===== src/rtl/edf_pkg.sv =====
// Shared types and the wrap-aware deadline comparison for the EDF preemption controller.
package edf_pkg;

   localparam int unsigned IdMaxW = 8;
   localparam int unsigned TsMaxW = 64;

   typedef enum logic [1:0] {
      ST_IDLE,
      ST_REQ,
      ST_ACK
   } edf_state_e;

   typedef struct packed {
      logic [IdMaxW-1:0] id;
      logic [TsMaxW-1:0] dl;
   } edf_entry_t;

   // a is strictly earlier than b when bit w-1 of (a - b) is set; upper bits are ignored
   function automatic logic dl_before(input logic [TsMaxW-1:0] a,
                                      input logic [TsMaxW-1:0] b,
                                      input int unsigned       w);
      logic [TsMaxW-1:0] diff;
      logic [TsMaxW-1:0] msb_mask;
      diff     = a - b;
      msb_mask = TsMaxW'(1) << (w - 1);
      return |(diff & msb_mask);
   endfunction

endpackage


===== src/rtl/edf_dl_stack.sv =====
// LIFO of preempted handler entries; a same-cycle pop and push replaces the top.
module edf_dl_stack
   import edf_pkg::*;
#(
   parameter int unsigned Depth = 4,
   parameter type entry_t = edf_entry_t,
   localparam int unsigned LvlW = $clog2(Depth + 1),
   localparam int unsigned IdxW = (Depth > 1) ? $clog2(Depth) : 1
) (
   input  logic            clk_i,
   input  logic            rst_i,
   input  logic            push_i,
   input  logic            pop_i,
   input  entry_t          entry_i,
   output entry_t          top_o,
   output logic [LvlW-1:0] level_o,
   output logic            full_o,
   output logic            empty_o
);

   entry_t          mem_reg [Depth];
   entry_t          top_reg;
   logic [LvlW-1:0] level_reg;
   logic            do_pop;
   logic            do_push;
   logic [IdxW-1:0] wr_idx;
   logic [IdxW-1:0] below_idx;

   assign empty_o = (level_reg == '0);
   assign full_o  = (level_reg == LvlW'(Depth));
   assign do_pop  = pop_i & ~empty_o;
   assign do_push = push_i & (do_pop | ~full_o);

   // the pop lands first, so a combined pop+push writes over the old top slot
   assign wr_idx    = do_pop ? IdxW'(level_reg - LvlW'(1)) : IdxW'(level_reg);
   assign below_idx = IdxW'(level_reg - LvlW'(2));

   always_ff @(posedge clk_i) begin
      if (do_push) begin
         mem_reg[wr_idx] <= entry_i;
      end
   end

   always_ff @(posedge clk_i) begin
      if (rst_i) begin
         level_reg <= '0;
         top_reg   <= '0;
      end else if (do_push) begin
         top_reg <= entry_i;
         if (!do_pop) begin
            level_reg <= level_reg + LvlW'(1);
         end
      end else if (do_pop) begin
         level_reg <= level_reg - LvlW'(1);
         top_reg   <= (level_reg > LvlW'(1)) ? mem_reg[below_idx] : '0;
      end
   end

   assign top_o   = top_reg;
   assign level_o = level_reg;

endmodule


===== src/rtl/edf_preempt_ctrl.sv =====
// Decides whether the EDF winner may preempt the running handler and runs the core claim handshake.
module edf_preempt_ctrl
   import edf_pkg::*;
#(
   parameter int unsigned NrIrqs  = 4,
   parameter int unsigned TsWidth = 24,
   parameter int unsigned Depth   = 4,
   localparam int unsigned IdWidth = $clog2(NrIrqs),
   localparam int unsigned LvlW    = $clog2(Depth + 1)
) (
   input  logic               clk_i,
   input  logic               rst_i,
   input  logic [63:0]        mtime_i,
   input  logic               irq_valid_i,
   input  logic [IdWidth-1:0] irq_id_i,
   input  logic [TsWidth-1:0] irq_dl_i,
   output logic               irq_ack_o,
   output logic [IdWidth-1:0] irq_ack_id_o,
   output logic               core_req_o,
   output logic [IdWidth-1:0] core_id_o,
   output logic [TsWidth-1:0] core_dl_o,
   input  logic               core_ack_i,
   input  logic               core_mret_i,
   output logic [LvlW-1:0]    level_o,
   output logic [TsWidth-1:0] thresh_dl_o,
   output logic               dl_miss_o,
   output logic [7:0]         miss_cnt_o,
   output logic               underflow_o
);

   edf_state_e         state_reg;
   logic               core_req_reg;
   logic [IdWidth-1:0] core_id_reg;
   logic [TsWidth-1:0] core_dl_reg;
   logic               ack_reg;
   logic [IdWidth-1:0] ack_id_reg;
   logic               miss_reg;
   logic [7:0]         miss_cnt_reg;
   logic               underflow_reg;

   edf_entry_t         top_entry;
   edf_entry_t         push_entry;
   logic [LvlW-1:0]    level;
   logic               full;
   logic               empty;
   logic               eligible;
   logic               push;
   logic               miss_now;
   logic               unused_bits;

   assign eligible = irq_valid_i & ~full &
                     (empty | dl_before(TsMaxW'(irq_dl_i), top_entry.dl, TsWidth));
   assign push     = (state_reg == ST_REQ) & eligible & core_ack_i;
   assign miss_now = ~empty & dl_before(top_entry.dl, TsMaxW'(mtime_i[TsWidth-1:0]), TsWidth);

   always_comb begin
      push_entry    = '0;
      push_entry.id = IdMaxW'(core_id_reg);
      push_entry.dl = TsMaxW'(core_dl_reg);
   end

   edf_dl_stack #(
      .Depth   (Depth),
      .entry_t (edf_entry_t)
   ) u_stack (
      .clk_i   (clk_i),
      .rst_i   (rst_i),
      .push_i  (push),
      .pop_i   (core_mret_i),
      .entry_i (push_entry),
      .top_o   (top_entry),
      .level_o (level),
      .full_o  (full),
      .empty_o (empty)
   );

   always_ff @(posedge clk_i) begin
      if (rst_i) begin
         state_reg    <= ST_IDLE;
         core_req_reg <= 1'b0;
         core_id_reg  <= '0;
         core_dl_reg  <= '0;
         ack_reg      <= 1'b0;
         ack_id_reg   <= '0;
      end else begin
         ack_reg <= 1'b0;
         unique case (state_reg)
            ST_IDLE: begin
               if (eligible) begin
                  core_id_reg  <= irq_id_i;
                  core_dl_reg  <= irq_dl_i;
                  core_req_reg <= 1'b1;
                  state_reg    <= ST_REQ;
               end else begin
                  core_req_reg <= 1'b0;
               end
            end
            ST_REQ: begin
               if (!eligible) begin
                  core_req_reg <= 1'b0;
                  state_reg    <= ST_IDLE;
               end else if (core_ack_i) begin
                  core_req_reg <= 1'b0;
                  ack_reg      <= 1'b1;
                  ack_id_reg   <= core_id_reg;
                  state_reg    <= ST_ACK;
               end else begin
                  // keep offering the freshest winner until the core takes it
                  core_id_reg <= irq_id_i;
                  core_dl_reg <= irq_dl_i;
               end
            end
            ST_ACK: begin
               state_reg <= ST_IDLE;
            end
            default: begin
               state_reg <= ST_IDLE;
            end
         endcase
      end
   end

   always_ff @(posedge clk_i) begin
      if (rst_i) begin
         miss_reg      <= 1'b0;
         miss_cnt_reg  <= '0;
         underflow_reg <= 1'b0;
      end else begin
         miss_reg <= miss_now;
         if (miss_now && !miss_reg && miss_cnt_reg != 8'hFF) begin
            miss_cnt_reg <= miss_cnt_reg + 8'd1;
         end
         if (core_mret_i && empty) begin
            underflow_reg <= 1'b1;
         end
      end
   end

   assign unused_bits = ^{top_entry.id, mtime_i[63:TsWidth]};

   assign irq_ack_o    = ack_reg;
   assign irq_ack_id_o = ack_id_reg;
   assign core_req_o   = core_req_reg;
   assign core_id_o    = core_id_reg;
   assign core_dl_o    = core_dl_reg;
   assign level_o      = level;
   assign thresh_dl_o  = top_entry.dl[TsWidth-1:0];
   assign dl_miss_o    = miss_reg;
   assign miss_cnt_o   = miss_cnt_reg;
   assign underflow_o  = underflow_reg;

endmodule


===== config.mk =====
export PLATFORM = sky130hd
export DESIGN_NAME = edf_preempt_ctrl
export DESIGN_NICKNAME = d
export VERILOG_FILES = /design/src/rtl/edf_pkg.sv /design/src/rtl/edf_dl_stack.sv /design/src/rtl/edf_preempt_ctrl.sv
export SDC_FILE = /design/constraint.sdc
export NUM_CORES = 1
export LEC_CHECK = 0
export ABC_CLOCK_PERIOD_IN_PS = 4500
export BUFFER_PORTS_ARGS = -buffer_cell sky130_fd_sc_hd__buf_2
export CAP_MARGIN = 20
export CORE_ASPECT_RATIO = 1.1
export CORE_MARGIN = 8
export CORE_UTILIZATION = 50
export CTS_CLUSTER_DIAMETER = 120
export DETAILED_ROUTE_END_ITERATION = 8
export MAX_ROUTING_LAYER = met4
export PLACE_DENSITY_LB_ADDON = 0.12
export SETUP_SLACK_MARGIN = 0.02
export SYNTH_ARGS = -nofsm -noshare
export SYNTH_HDL_FRONTEND = slang
export SYNTH_SLANG_ARGS = --single-unit
export TNS_END_PERCENT = 20

===== constraint.sdc =====
create_clock -name clk_i -period 4.5 [get_ports clk_i]
set_input_delay 0.45 -clock clk_i [delete_from_list [all_inputs] [get_ports clk_i]]
set_output_delay 0.45 -clock clk_i [all_outputs]
set_load 0.01 [all_outputs]

==> metrics, run 1 <==
Starting Density=0.5036; total track usage=0.2029; dpl hpwl=12810 microns; R2R setup slack=0.88 ns; chip height=147.0 microns; initial antenna violation count=0; area of the multi-input gates=3209 sq um; Ys Warns=0; top cell type's share of synthesized area=0.3695; power per cell area=589.5 nW/um^2; share of flip-flops with an asynchronous set or reset=0; Final Hold Viols=0; first-pass detailed-route iteration total=5; post-layout util=0.5964; DR iter-0 viols=404; crit-path max cell delay=0.44 ns; clock skew=0.006815 ns; CP most frequent cell=inv_1; clock sink total=165; worst setup margin=0.8757 ns; clk buf depth=2; crit-path cells=inv_1 -> ha_1 -> a21oi_1 -> o21ai_0 -> a221o_1 -> a211oi_2 -> mux2i_2 -> a21oi_4 -> inv_1 -> ha_1 -> inv_1 -> buf_4 -> nor2_1 -> a311oi_2; Max Cap Viol=0; post-synthesis sequential area ratio=0.5465; crit share post-route=0.8054; CTS tree=done; min Tclk post-route=3.624 ns; Yosys reg bits=165; H-tree Lvls=4; Antenna Nets Post-Route=0; postcts setup bufs=0; wire length per cell=19.51 microns; Mapped Nets=775; Rel. slew slack=0.3538; post-synth top area cell=edfxtp_1; drt drc=0; Top delay family on crit path=compound AO/OA/AOI/OAI gates; Cells after Synth=630; Die W=135.1 microns; Congestion Overflow GR=0; TritonCTS Buffers=17; Setup violations, final=0; GP Congestion=0.7740; commonest non-fill, non-tap cell in the layout=buf_2; RSZ-0062 raised after global routing=false; Clk pin slew, worst setup/hold paths=0.06 ns; Core Area=15490 sq um; root buf cell=clkbuf_16; via density per instance=5.551; CTS Hold Bufs=0; Cells after DPL=931; Cell Area, Synth=7802 sq um; drt total wl=18790 microns; CP Launch Type=flop; cts repair resizes=0; largest net degree at the start of global routing=49; commonest non-fill, non-tap cells in the layout=buf_2 (121), edfxtp_1 (96), nor2_1 (69); Hold Path Origin=irq_id_i[1]; die area=19860 sq um; first-pass GRT wire length=30260 microns; run status=complete, no violations; Worst R2R Path Depth=14; number of flops mapped to enable cells by yosys=96; Primary FF master, synth=edfxtp_1; Final #Nets=895; Buf+Inv Stages, Crit Path=4; crit path max fanout=48; WHS Endpoint=core_id_o[1]$_SDFFE_PP0P_; max reg flops=96; antenna diode count=0; reg-to-reg endpoint=u_stack.top_o[16]$_SDFFE_PP0P_; FMAX=275.9 MHz; worst-skew pair later-pin latency=0.42 ns; Pleak=3.687 nW; FF-to-FF Start=u_stack.top_o[12]$_SDFFE_PP0P_; # IOs=162; register area=4265 sq um; total negative slack=0 ns; vias=5346; Final Non-Filler Cells=963; number of global-route vias before repair=5673; Distinct cells, synth=51; slowest stage cell, crit path=mux2i_2; Area Growth Syn to Fin=18.44%; # rows=48; port bufs=121; worst hold path depth=3; Synth area leaders=edfxtp_1 (37%), dfxtp_1 (18%), ha_1 (8.0%), mux4_2 (6.9%), mux2i_1 (3.7%); Syn Area/Cell=12.38 sq um; Worst Setup End Kind=flop; WP data arrival=3.88 ns; pre-CTS setup slack=0.7842 ns; fraction of layout instances using a drive strength above 1=0.2831; worst endpoint required time=4.76 ns; Worst Tran Pin Value=0.9692 ns; FILL cells=1294; HP Class=primary input to flop; CP Class=flop to flop; maximum VDD drop=0.2827 mV; Slew Limit Fails=0
## worst max-delay path by stage
| stage | slack [ns] | endpoint | startpoint | cells past startpoint |
|---|---|---|---|---|
| 2_1_floorplan | 0.60 | u_stack.mem_reg[2][0]$_DFFE_PP_ | u_stack.level_o[0]$_SDFFE_PP0P_ | 10 |
| 3_3_place_gp | 0.84 | u_stack.top_o[13]$_SDFFE_PP0P_ | irq_dl_i[14] | 14 |
| 3_5_place_dp | 0.78 | u_stack.top_o[16]$_SDFFE_PP0P_ | irq_dl_i[14] | 14 |
| 4_1_cts | 0.89 | u_stack.top_o[16]$_SDFFE_PP0P_ | u_stack.top_o[12]$_SDFFE_PP0P_ | 14 |
| 5_1_grt | 0.62 | u_stack.top_o[2]$_SDFFE_PP0P_ | u_stack.top_o[12]$_SDFFE_PP0P_ | 14 |
| 6_report | 0.88 | u_stack.top_o[16]$_SDFFE_PP0P_ | u_stack.top_o[12]$_SDFFE_PP0P_ | 14 |
## Yosys cell counts, types with 3 or more instances
master / number
ha_1: 50
buf_6: 3
mux4_2: 24
mux2i_1: 29
inv_1: 51
nor2b_1: 8
dfxtp_1: 69
nand2_1: 35
edfxtp_1: 96
clkbuf_1: 21
mux2_2: 5
nand2b_1: 7
a311oi_2: 9
a311oi_1: 15
nor2_1: 72
a31oi_1: 5
nor3_1: 8
buf_4: 4
xnor2_1: 4
nand4_1: 9
nor4_1: 5
a21oi_1: 22
or3b_1: 19
o21ai_0: 8
or3b_2: 5
a21o_1: 7
nand3_1: 7
## tightest hold or removal path, cell delays in order
cell,delay [ns]
buf_2,0.08
mux2i_1,0.06
nor2_1,0.07
## cells by family after synthesis
family	count (synthesis)	share of synthesized area
AOI/OAI and AO/OA	79	0.08018
xor gates and xnor gates	5	0.005612
adders and majority gates	50	0.08018
buffers and inverters	83	0.04506
DFF	165	0.5465
muxes	60	0.1169
and+or+nand+nor	188	0.1256
## routing by layer
layer  GRT usage  vias up  routed length, microns
met5           -        -                       0
met4     0.06782        0                     291
met3     0.05225       22                    1061
met2      0.3348      138                    9609
met1      0.2359     2623                    7827
li1            -     2563                       -
## metrics by stage
stage	instance area [sq um]	power, W	hold slack (ns)
4_1_cts	9241	0.005503	0.2576
5_1_grt	9241	0.005815	0.2798
3_3_place_gp	8675	0.004032	0.4499
6_report	9241	0.005448	0.2704
2_1_floorplan	7802	0.003421	0.4910
3_5_place_dp	8675	0.004105	0.4523
## layout make-up
cell class | instances | share of cell area
repair buffers | 133 | 0.08205
clock inverters | 13 | 0.01449
multi-input cells | 382 | 0.3473
well taps | 200 | 0.02708
inverters | 51 | 0.02071
flip-flops and latches | 165 | 0.4615
clock buffers | 19 | 0.04685
## power by group
| part | switching (W) | leakage [nW] | internal [W] | total, W |
|---|---|---|---|---|
| Combinational | 0.00104 | 1.97 | 0.000796 | 0.00184 |
| Sequential | 0.000294 | 1.45 | 0.00192 | 0.00221 |
| Clock | 0.000583 | 0.266 | 0.000814 | 0.00140 |
(Power assumes the default switching activity.)
==> run 2: changes to the inputs <==
ABC_CLOCK_PERIOD_IN_PS = 3700   (was 4500)
clock period = 3.7 ns   (was 4.5 ns; I/O delays follow)
==> metrics, run 2 (synthesis gave the netlist of run 1 again) <==
clk buf depth=2 (unchanged); Rel. slew slack=0.4128 (was 0.3538); worst setup margin=0.2666 ns (was 0.8757 ns); Antenna Nets Post-Route=0 (unchanged); fraction of layout instances using a drive strength above 1=0.2902 (was 0.2831); Worst Setup End Kind=flop (unchanged); # rows=48 (unchanged); vias=5451 (was 5346); CTS Hold Bufs=0 (unchanged); Worst Tran Pin Value=0.8745 ns (was 0.9692 ns); dpl hpwl=12950 microns (was 12810 microns); FILL cells=1302 (was 1294); total track usage=0.2025 (was 0.2029); CP Launch Type=flop (unchanged); cts repair resizes=0 (unchanged); power per cell area=722.8 nW/um^2 (was 589.5 nW/um^2); min Tclk post-route=3.433 ns (was 3.624 ns); chip height=147.0 microns (unchanged); commonest non-fill, non-tap cells in the layout=buf_2 (121), edfxtp_1 (96), nor2_1 (69) (unchanged); commonest non-fill, non-tap cell in the layout=buf_2 (unchanged); worst-skew pair later-pin latency=0.43 ns (was 0.42 ns); die area=19860 sq um (unchanged); Pleak=3.745 nW (was 3.687 nW); Core Area=15490 sq um (unchanged); # IOs=162 (unchanged); CP Class=flop to flop (unchanged); clock skew=0.01335 ns (was 0.006815 ns); first-pass detailed-route iteration total=4 (was 5); Starting Density=0.5036 (unchanged); drt total wl=19180 microns (was 18790 microns); worst endpoint required time=4.02 ns (was 4.76 ns); run status=complete, no violations (unchanged); root buf cell=clkbuf_16 (unchanged); WP data arrival=3.75 ns (was 3.88 ns); antenna diode count=0 (unchanged); drt drc=0 (unchanged); max reg flops=96 (unchanged); FMAX=291.3 MHz (was 275.9 MHz); pre-CTS setup slack=0.1968 ns (was 0.7842 ns); H-tree Lvls=4 (unchanged); via density per instance=5.608 (was 5.551); HP Class=primary input to flop (unchanged); wire length per cell=19.73 microns (was 19.51 microns); Final Instance Area=9308 sq um (was 9241 sq um); Slew Limit Fails=0 (unchanged); first-pass GRT wire length=30380 microns (was 30260 microns); Congestion Overflow GR=0 (unchanged); number of global-route vias before repair=5664 (was 5673); Setup violations, final=0 (unchanged); CTS tree=done (unchanged); Final #Nets=904 (was 895); postcts setup bufs=0 (unchanged); RSZ-0062 raised after global routing=false (unchanged); Max Cap Viol=0 (unchanged); TritonCTS Buffers=17 (unchanged); Final Hold Viols=0 (unchanged); largest net degree at the start of global routing=52 (was 49); crit share post-route=0.9279 (was 0.8054); Final Non-Filler Cells=972 (was 963); Post-DP Area=8710 sq um (was 8675 sq um); Clk pin slew, worst setup/hold paths=0.06 ns (about the same); port bufs=121 (unchanged); Cells after DPL=939 (was 931); DR iter-0 viols=347 (was 404); maximum VDD drop=0.3889 mV (was 0.2827 mV); clock sink total=165 (unchanged); GP Congestion=0.8058 (was 0.7740); crit path max fanout=33 (was 48); initial antenna violation count=0 (unchanged); Die W=135.1 microns (unchanged); Area Growth Syn to Fin=19.29% (was 18.44%)
## run 2: cell types whose count changed in the layout (fill, tap and decap cells not counted), sizes merged
cell / change
clkbuf: +4
clkinv: -2
inv: -1
clkinvlp: -2
buf: +9
bufinv: +1
## run 2: per-layer routing
| metal | GRT usage | up-vias | part of all wire |
|---|---|---|---|
| met5 | - | - | 0 |
| met3 | 0.04303 | 22 | 0.061 |
| li1 | - | 2590 | - |
| met4 | 0.07504 | 0 | 0.016 |
| met2 | 0.3291 | 170 | 0.50 |
| met1 | 0.2428 | 2669 | 0.43 |
## run 2: power breakdown
part	total [W]	switching (W)	internal [W]
Sequential	0.00269	0.000357	0.00233
Clock	0.00175	0.000690	0.00106
Combinational	0.00229	0.00129	0.000998
## run 2: layout make-up
type,instances,area [sq um],area share
clock buffers,23,447.9,0.04812
clock inverters,9,130.1,0.01398
inverters,51,191.4,0.02057
multi-input cells,382,3209,0.3448
flip-flops and latches,165,4265,0.4583
well taps,200,250.2,0.02689
repair buffers,142,813.3,0.08738
## run 2: per-stage QoR
step                utilization  hold WS, ns  total power, W  TNS, ns
floorplan                     -       0.4910        0.004161   -2.464
global placement         0.5621       0.4476        0.004938        0
detailed placement       0.5621       0.4522        0.005024        0
CTS                      0.5994       0.1709        0.006782        0
global route             0.6007       0.2145        0.007137        0
finish                   0.6007       0.1820        0.006727        0
## run 2: worst paths after layout
check                                                     from                              end  slack (ns)  depth (start not counted)
worst min-delay path                               core_mret_i         underflow_o$_SDFFE_PP0P_        0.18                          3
worst min register to register        underflow_o$_SDFFE_PP0P_         underflow_o$_SDFFE_PP0P_        0.46                          2
worst max register to register  u_stack.top_o[12]$_SDFFE_PP0P_  u_stack.level_o[2]$_SDFFE_PP0P_        0.27                         14
worst max-delay path            u_stack.top_o[12]$_SDFFE_PP0P_  u_stack.level_o[2]$_SDFFE_PP0P_        0.27                         14
## run 2: critical path, cell delays in order (launching register included)
cell	delay, ns
dfxtp_1	0.38
inv_1	0.06
ha_1	0.29
a21oi_1	0.13
o21ai_0	0.19
a221o_1	0.38
a211oi_2	0.30
mux2i_2	0.14
a21oi_4	0.19
buf_12	0.22
inv_1	0.08
ha_1	0.38
nand2_1	0.08
mux2i_1	0.16
mux2_1	0.33
==> run 3: changes to the inputs <==
MAX_ROUTING_LAYER = unset   (was met4)
==> metrics, run 3 (synthesis gave the netlist of run 1 again) <==
total track usage=0.1969 (was 0.2025); CTS tree=done (unchanged); antenna diode count=0 (unchanged); R2R setup slack=0.25 ns (was 0.27 ns); port bufs=121 (unchanged); worst-skew pair later-pin latency=0.42 ns (was 0.43 ns); Pleak=3.745 nW (unchanged); clock skew=0.006674 ns (was 0.01335 ns); via density per instance=5.605 (was 5.608); drt total wl=19130 microns (was 19180 microns); worst endpoint required time=4.01 ns (was 4.02 ns); Final Hold Viols=0 (unchanged); CP Launch Type=flop (unchanged); first-pass detailed-route iteration total=4 (unchanged); wire length per cell=19.68 microns (was 19.73 microns); Area Growth Syn to Fin=19.29% (unchanged); Max Cap Viol=0 (unchanged); register area=4265 sq um (unchanged); CP Class=flop to flop (unchanged); Congestion Overflow GR=0 (unchanged); initial antenna violation count=0 (unchanged); met2 routed WL=9495 microns (was 9530 microns); power per cell area=722.0 nW/um^2 (was 722.8 nW/um^2); first-pass GRT wire length=30390 microns (was 30380 microns); FILL cells=1302 (unchanged); clk buf depth=2 (unchanged); Final #Nets=904 (unchanged); Antenna Nets Post-Route=0 (unchanged); run status=complete, no violations (unchanged); TritonCTS Buffers=17 (unchanged); minimum hold slack=0.1891 ns (was 0.1820 ns); total negative slack=0 ns (unchanged); largest net degree at the start of global routing=52 (unchanged); Hold Path Origin=irq_id_i[0] (was core_mret_i); max reg flops=96 (unchanged); fraction of layout instances using a drive strength above 1=0.2902 (unchanged); Final Non-Filler Cells=972 (unchanged); vias=5448 (was 5451); dpl hpwl=12950 microns (unchanged); Die W=135.1 microns (unchanged); commonest non-fill, non-tap cells in the layout=buf_2 (121), edfxtp_1 (96), nor2_1 (69) (unchanged); FMAX=290.1 MHz (was 291.3 MHz); # rows=48 (unchanged); H-tree Lvls=4 (unchanged); Slew Limit Fails=0 (unchanged); Worst Setup End Kind=flop (unchanged); cts repair resizes=0 (unchanged); WP data arrival=3.75 ns (about the same); maximum VDD drop=0.3886 mV (was 0.3889 mV); post-layout util=0.6007 (unchanged); WHS Endpoint=core_id_o[0]$_SDFFE_PP0P_ (was underflow_o$_SDFFE_PP0P_); reg-to-reg endpoint=u_stack.level_o[2]$_SDFFE_PP0P_ (unchanged); number of global-route vias before repair=5671 (was 5664); Worst R2R Path Depth=14 (unchanged); min Tclk post-route=3.447 ns (was 3.433 ns); Clk pin slew, worst setup/hold paths=0.06 ns (about the same); GP Congestion=0.7946 (was 0.8058); Rel. slew slack=0.4229 (was 0.4128); root buf cell=clkbuf_16 (unchanged); commonest non-fill, non-tap cell in the layout=buf_2 (unchanged); met1 WL=8152 microns (was 8183 microns); crit path max fanout=33 (unchanged); postcts setup bufs=0 (unchanged); Cells after DPL=939 (unchanged); CTS Hold Bufs=0 (unchanged); highest routed layer=met4 (unchanged); Setup violations, final=0 (unchanged); Worst Tran Pin Value=0.8595 ns (was 0.8745 ns); drt drc=0 (unchanged); Post-DP Area=8710 sq um (unchanged); Core Area=15490 sq um (unchanged); FF-to-FF Start=u_stack.top_o[12]$_SDFFE_PP0P_ (unchanged); DR iter-0 viols=328 (was 347); Starting Density=0.5036 (unchanged); area of the multi-input gates=3209 sq um (unchanged); worst hold path depth=3 (unchanged); crit share post-route=0.9316 (was 0.9279); RSZ-0062 raised after global routing=false (unchanged); die area=19860 sq um (unchanged); HP Class=primary input to flop (unchanged); chip height=147.0 microns (unchanged); # IOs=162 (unchanged); met3 WL post-DR=1197 microns (was 1162 microns); Final Instance Area=9308 sq um (unchanged); clock sink total=165 (unchanged)
## run 3: worst max-delay path by stage
stage                     cells after the start                             from                              end
after global routing                         15   u_stack.top_o[14]$_SDFFE_PP0P_    u_stack.top_o[9]$_SDFFE_PP0P_
after floorplan                              10  u_stack.level_o[0]$_SDFFE_PP0P_  u_stack.mem_reg[0][0]$_DFFE_PP_
after CTS                                    15   u_stack.top_o[12]$_SDFFE_PP0P_    u_stack.top_o[9]$_SDFFE_PP0P_
final                                        14   u_stack.top_o[12]$_SDFFE_PP0P_  u_stack.level_o[2]$_SDFFE_PP0P_
after detailed placement                     14                     irq_dl_i[12]  u_stack.level_o[2]$_SDFFE_PP0P_
after global placement                       14                     irq_dl_i[12]  u_stack.level_o[2]$_SDFFE_PP0P_
## run 3: final cells by class
| cell class | count | area share |
|---|---|---|
| Sequential cell | 165 | 0.4583 |
| Inverter | 51 | 0.02057 |
| Timing Repair Buffer | 142 | 0.08738 |
| Tap cell | 200 | 0.02689 |
| Clock buffer | 23 | 0.04812 |
| Clock inverter | 9 | 0.01398 |
| Multi-Input combinational cell | 382 | 0.3448 |
## run 3: worst max-delay path, stage by stage (launching register included)
cell and delay, ns:
dfxtp_1 0.38, inv_1 0.06, ha_1 0.29, a21oi_1 0.14, o21ai_0 0.20, a221o_1 0.38, a211oi_2 0.30, mux2i_2 0.14
a21oi_4 0.19, buf_12 0.21, inv_1 0.08, ha_1 0.38, nand2_1 0.08, mux2i_1 0.16, mux2_1 0.33
## run 3: power breakdown
part / leakage [nW] / internal [W] / switching, W
Clock: 0.279 / 0.00106 / 0.000685
Sequential: 1.45 / 0.00233 / 0.000356
Combinational: 2.02 / 0.000998 / 0.00129
## run 3: metrics by stage
| step | worst slack [ns] | power [W] |
|---|---|---|
| after floorplan | -0.03426 | 0.004161 |
| after global placement | 0.2725 | 0.004938 |
| after detailed placement | 0.1968 | 0.005024 |
| after CTS | 0.2357 | 0.006782 |
| after global routing | 0.04191 | 0.007139 |
| final | 0.2533 | 0.006721 |
## run 3: layer usage
metal,up-vias,global-route usage
met4,0,0.06837
li1,2588,-
met5,-,0
met2,169,0.3301
met1,2670,0.2411
met3,21,0.04850
